===== src/rtl/tia_lfsr_pkg.sv =====
// Shared constants and LFSR helpers for the TIA-style LFSR sequencer.
// lfsr_next  : one XNOR-feedback step of a width-bit LFSR.
// lfsr_step  : state reached after n steps starting from 0.
// period_ok  : true when no state 1..period-1 steps from 0 returns to 0,
//              and width/period are inside the supported range.
package tia_lfsr_pkg;

    localparam int         TIA_W      = 6;
    localparam logic [5:0] TIA_TAPS   = 6'b110000;
    localparam int         TIA_PERIOD = 57;

    function automatic logic [15:0] lfsr_next(input int width,
                                              input logic [15:0] taps,
                                              input logic [15:0] s);
        logic [15:0] mask;
        mask = 16'((32'd1 << width) - 32'd1);
        return ((s << 1) | {15'd0, ~^(s & taps & mask)}) & mask;
    endfunction

    function automatic logic [15:0] lfsr_step(input int width,
                                              input logic [15:0] taps,
                                              input int n);
        logic [15:0] s;
        s = '0;
        for (int i = 0; i < n; i++) s = lfsr_next(width, taps, s);
        return s;
    endfunction

    function automatic bit period_ok(input int width,
                                     input logic [15:0] taps,
                                     input int period);
        logic [15:0] s;
        bit          ok;
        ok = (width >= 3) && (width <= 16) && (period >= 2) &&
             (period <= (1 << width) - 1);
        s = '0;
        if (ok) begin
            for (int k = 1; k < period; k++) begin
                s = lfsr_next(width, taps, s);
                if (s == '0) ok = 1'b0;
            end
        end
        return ok;
    endfunction

endpackage


===== src/rtl/tia_lfsr_channel.sv =====
// One programmable decode channel of the LFSR sequencer.
// Ports:
//   clk, rstl          clock, async active-low reset
//   we                 load match/en/os from cfg_* and re-arm
//   cfg_val/en/os      configuration data
//   adv                sequencer advance; a one-shot only disarms when the
//                      state actually moves on past its match
//   state              current LFSR state
//   hit                en & armed & (state == match)
module tia_lfsr_channel #(
    parameter int W = 6
) (
    input  logic         clk,
    input  logic         rstl,
    input  logic         we,
    input  logic [W-1:0] cfg_val,
    input  logic         cfg_en,
    input  logic         cfg_os,
    input  logic         adv,
    input  logic [W-1:0] state,
    output logic         hit
);

    logic [W-1:0] match_q;
    logic         en_q;
    logic         os_q;
    logic         armed_q;

    assign hit = en_q & armed_q & (state == match_q);

    always_ff @(posedge clk or negedge rstl) begin
        if (!rstl) begin
            match_q <= '0;
            en_q    <= 1'b0;
            os_q    <= 1'b0;
            armed_q <= 1'b0;
        end else if (we) begin
            // A rewrite in the same cycle as a one-shot hit re-arms it.
            match_q <= cfg_val;
            en_q    <= cfg_en;
            os_q    <= cfg_os;
            armed_q <= 1'b1;
        end else if (os_q && hit && adv) begin
            armed_q <= 1'b0;
        end
    end

endmodule


===== src/rtl/tia_lfsr_sequencer.sv =====
// Parametrised XNOR-feedback LFSR with programmable period and N decode
// channels (periodic or one-shot) for generating timing strobes.
// Ports:
//   clk, rstl            clock, async active-low reset
//   adv                  advance enable (state holds when low)
//   rsyn                 synchronous restart to state 0 (wins over adv)
//   cfg_we/ch/val/en/os  channel configuration write
//   state                current LFSR state
//   wrap                 high while state is the terminal state
//   hit                  per-channel decode strobes
module tia_lfsr_sequencer
    import tia_lfsr_pkg::*;
#(
    parameter int           W      = TIA_W,
    parameter logic [W-1:0] TAPS   = W'(TIA_TAPS),
    parameter int           PERIOD = TIA_PERIOD,
    parameter int           N      = 6,
    localparam int          CW     = (N > 1) ? $clog2(N) : 1
) (
    input  logic          clk,
    input  logic          rstl,
    input  logic          adv,
    input  logic          rsyn,
    input  logic          cfg_we,
    input  logic [CW-1:0] cfg_ch,
    input  logic [W-1:0]  cfg_val,
    input  logic          cfg_en,
    input  logic          cfg_os,
    output logic [W-1:0]  state,
    output logic          wrap,
    output logic [N-1:0]  hit
);

    localparam logic [15:0]  TERM16 = lfsr_step(W, 16'(TAPS), PERIOD - 1);
    localparam logic [W-1:0] TERM   = TERM16[W-1:0];

    // A TAPS/PERIOD pair that revisits 0 early would give a shorter cycle
    // than requested, so refuse to elaborate it.
    generate
        if (!period_ok(W, 16'(TAPS), PERIOD) || (N < 1) || (N > 16)) begin : g_cfg_bad
            $fatal(1, "tia_lfsr_sequencer: unsupported W/TAPS/PERIOD/N");
        end
    endgenerate

    logic [W-1:0] state_q;
    logic [W-1:0] state_nxt;

    assign state     = state_q;
    assign wrap      = (state_q == TERM);
    assign state_nxt = {state_q[W-2:0], ~^(state_q & TAPS)};

    always_ff @(posedge clk or negedge rstl) begin
        if (!rstl) begin
            state_q <= '0;
        end else if (rsyn) begin
            state_q <= '0;
        end else if (adv) begin
            state_q <= wrap ? '0 : state_nxt;
        end
    end

    generate
        for (genvar i = 0; i < N; i++) begin : g_ch
            tia_lfsr_channel #(.W(W)) u_ch (
                .clk     (clk),
                .rstl    (rstl),
                .we      (cfg_we && (cfg_ch == CW'(i))),
                .cfg_val (cfg_val),
                .cfg_en  (cfg_en),
                .cfg_os  (cfg_os),
                .adv     (adv),
                .state   (state_q),
                .hit     (hit[i])
            );
        end
    endgenerate

endmodule


===== config.mk =====
export PLATFORM = sky130hd
export DESIGN_NAME = tia_lfsr_sequencer
export DESIGN_NICKNAME = d
export VERILOG_FILES = /design/src/rtl/tia_lfsr_pkg.sv /design/src/rtl/tia_lfsr_channel.sv /design/src/rtl/tia_lfsr_sequencer.sv
export SDC_FILE = /design/constraint.sdc
export NUM_CORES = 1
export LEC_CHECK = 0
export ABC_CLOCK_PERIOD_IN_PS = 1600
export BUFFER_PORTS_ARGS = -buffer_cell sky130_fd_sc_hd__buf_4
export CORE_ASPECT_RATIO = 1.5
export CORE_UTILIZATION = 40
export CTS_BUF_LIST = sky130_fd_sc_hd__clkbuf_4
export CTS_CLUSTER_DIAMETER = 60
export DETAILED_ROUTE_END_ITERATION = 8
export SETUP_SLACK_MARGIN = 0.4
export SLEW_MARGIN = 20
export SYNTH_ARGS = -nofsm -noshare
export SYNTH_HDL_FRONTEND = slang
export SYNTH_SLANG_ARGS = --single-unit

===== constraint.sdc =====
create_clock -name clk -period 1.6 [get_ports clk]
set_input_delay 0 -clock clk [delete_from_list [all_inputs] [get_ports clk]]
set_output_delay 0 -clock clk [all_outputs]
set_load 0.005 [all_outputs]

==> out/results.ini <==
[run_status]
status = finished with violations
violations = DRC, setup timing

[sta]
slew_viol_final = 0
worst_pin_slew_ns = 0.526
finalHoldViolCount = 0
setup-violations-final = 6
fin_crit_ns = 1.77
clock.fmax_mhz = 564
fin_skew_ns = 0.0145
max-slew-margin-rel = 0.648
tns_ns = -0.743
fin_ws_ns = -0.172
fin_crit_sh = 1.11
rsz0062_at_grt = yes
hold_ws_ns = 0.0410

[layout]
seq_area_um2 = 1500
n_fill_cell = 567
drive_above_1_share = 0.560
multi_input_area_um2 = 1700
final_cells = 380
n_antenna_cell = 0
area_delta_synth_final_pct = 43.9
final_cell_mix = 58 x dfrtp_1, 46 x mux2_2, 37 x buf_4
nets = 314
mostFrequentLayoutCell = dfrtp_1

[global_route]
antenna_found_initial = 0
grt_overflow = 0
grt_pass1_vias = 1995
grt.total_usage = 0.203
grt_pass1_wl_um = 11100
grt_max_degree = 32

[setup_path]
slowest_stage = dfrtp_1
r2r_slack_ns = 0.02
end_kind = output pin
path_cells = buf_12 -> xnor2_4 -> nand3_2 -> nor4_4 -> buf_4 -> buf_6
cp_max_fo = 8
critical_path_class = reg -> out
arrival_ns = 1.77
slowest_delay_ns = 0.42
crit_buf_inv = 3
crit_family = flip-flops
startpoint_type = flop
timing.rr.end = g_ch[3].u_ch.armed_q$_DFFE_PN0P_
required_ns = 1.60
ff2ff_path_depth = 7
r2r_start = state[0]$_DFFE_PN0P_

[placement]
port_buffers = 28
place_inst = 337
routabilityCongestion = 0.754
hpwl_um = 4740

[clock_network]
numCtsBuffers = 9
cts.sinks = 60
clockRootBuffer = clkbuf_4
cts_tree = built
clk-insertion-delay-late_ns = 0.40
htree_num_levels = 3
clock_path_buffers = 2
clk_pin_slew_ns = 0.10

[power_and_ir_drop]
finalPower_mw = 4.34
power.density_nw_per_um2 = 1040
vdd.ir_drop.worst_uv = 668
p_leak_nw = 1.76

[routing]
via_count = 2029
ant_nets = 0
drt_iter0_drc = 88
firstDrtPassIters = 8
drc = 3
wirelength_um = 7170
drt-wirelength-per-cell_um = 18.9
avgViaCountPerCell = 5.34

[synthesis]
synth_area_um2 = 2890
syn_inst = 231
yosysTopAreaCell = dfrtp_1
synth_cell_type_count = 27
synth.area.top_cells = dfrtp_1 52%, mux2_2 18%, xnor2_1 7.3%, xor2_1 3.6%, nand3_1 2.8%
seq_area_frac_synth = 0.520
syn_avg_cell_area_um2 = 12.5
synth_top_area_frac = 0.520
ys_warn_count = 0
synth_nets = 248
synth.ff_latch_count = 60

[min_path]
whs_path_depth = 3
hold_path_end = g_ch[3].u_ch.armed_q$_DFFE_PN0P_
hp-class = in -> reg
hold_path_startpoint = cfg_ch[1]

[die]
core_um2 = 6940
die_h_um = 106
io_pins = 29
row_count = 37
die_width_um = 71.4
dieArea_um2 = 7570
initial_utilization = 0.416

[flow_run]
maxCapViolations = 0

[registers in the layout, summed over array words and instances (netlist names)]
register,count
g_ch.u_ch.en_q,6
g_ch.u_ch.armed_q,6
g_ch.u_ch.match_q,36
state,6
g_ch.u_ch.os_q,6
[cells in the mapped netlist]
cell type,count
a41oi_1,2
xor2_1,12
dfrtp_1,60
nand3_2,2
xnor2_1,24
nand2b_1,5
nor2_1,10
mux2_1,2
and2_1,1
ha_1,1
buf_1,1
nor3b_1,2
nor3_4,2
nor2b_2,1
mux2i_1,2
nor4_1,6
mux2_2,46
a21oi_1,8
nor2b_1,1
inv_1,3
nand3b_1,1
nand2_1,5
buf_4,8
nand3_1,16
buf_6,2
buf_2,6
a31oi_1,2
[power by group]
| group | switching, mW | internal, mW |
|---|---|---|
| Combinational | 0.428 | 0.635 |
| Clock | 0.551 | 0.639 |
| Sequential | 0.271 | 1.82 |
| Total | 1.25 | 3.09 |
[kinds of logic (layout without fill, tap and decap cells)]
kind of cell,count (synthesis),count (layout),share of synthesized area
mux,50,50,0.194
compound gates,12,12,0.0243
simple gates,52,52,0.104
buf+inv,20,91,0.0442
xor+xnor,36,36,0.109
flops,60,60,0.520
fa+ha+maj,1,1,0.00433
[cell type report]
| class | instances | share of cell area |
|---|---|---|
| multi-input combinational | 151 | 0.409 |
| timing repair buffer | 72 | 0.166 |
| sequential | 60 | 0.362 |
| tap | 78 | 0.0235 |
| inverter | 3 | 0.00331 |
| clock buffer | 10 | 0.0181 |
| clock inverter | 6 | 0.0190 |
[how the worst max path moves through the flow]
stage / start / slack [ns] / cells past startpoint / to
global route: state[3]$_DFFE_PN0P_ / -0.27 / 5 / hit[4]
detailed placement: state[4]$_DFFE_PN0P_ / 0.08 / 4 / g_ch[5].u_ch.armed_q$_DFFE_PN0P_
finish: state[0]$_DFFE_PN0P_ / -0.17 / 6 / hit[3]
CTS: state[1]$_DFFE_PN0P_ / -0.16 / 6 / hit[3]
global placement: state[4]$_DFFE_PN0P_ / 0.11 / 4 / g_ch[5].u_ch.armed_q$_DFFE_PN0P_
floorplan: state[3]$_DFFE_PN0P_ / 0.29 / 5 / g_ch[3].u_ch.armed_q$_DFFE_PN0P_
[worst register-to-register path, delay by kind of cell (launching register included)]
kind / cells / cell delay, ns
AOI/OAI and AO/OA: 1 / 0.09
xor gates and xnor gates: 1 / 0.13
buffers and inverters: 3 / 0.40
DFF: 1 / 0.42
and+or+nand+nor: 2 / 0.41
[repair_timing]
| action | in CTS | in global routing |
|---|---|---|
| gates resized for setup | 16 | 48 |
| pin swaps | 21 | 19 |
| hold endpoints to repair | 117 | 0 |
| buffers inserted | 6 | 6 |
| hold buffers | 15 | 0 |
| endpoints found under the setup margin | 19 | 28 |
[metrics by stage]
step,instance area [um^2],worst slack [ns],util
final,4160,-0.172,0.599
after global routing,4160,-0.268,0.599
after CTS,3800,-0.160,0.547
after detailed placement,3360,0.0763,0.484
after global placement,3360,0.108,0.484
after floorplan,3030,0.294,-
[per-layer routing]
layer	track usage	vias to the layer above	routed length (um)
li1	-	936	-
met1	0.262	1044	3080
met2	0.333	35	3770
met3	0.0313	14	159
met4	0.0943	0	162
met5	0	-	0
Note: power is estimated with default switching activity, not from simulation.
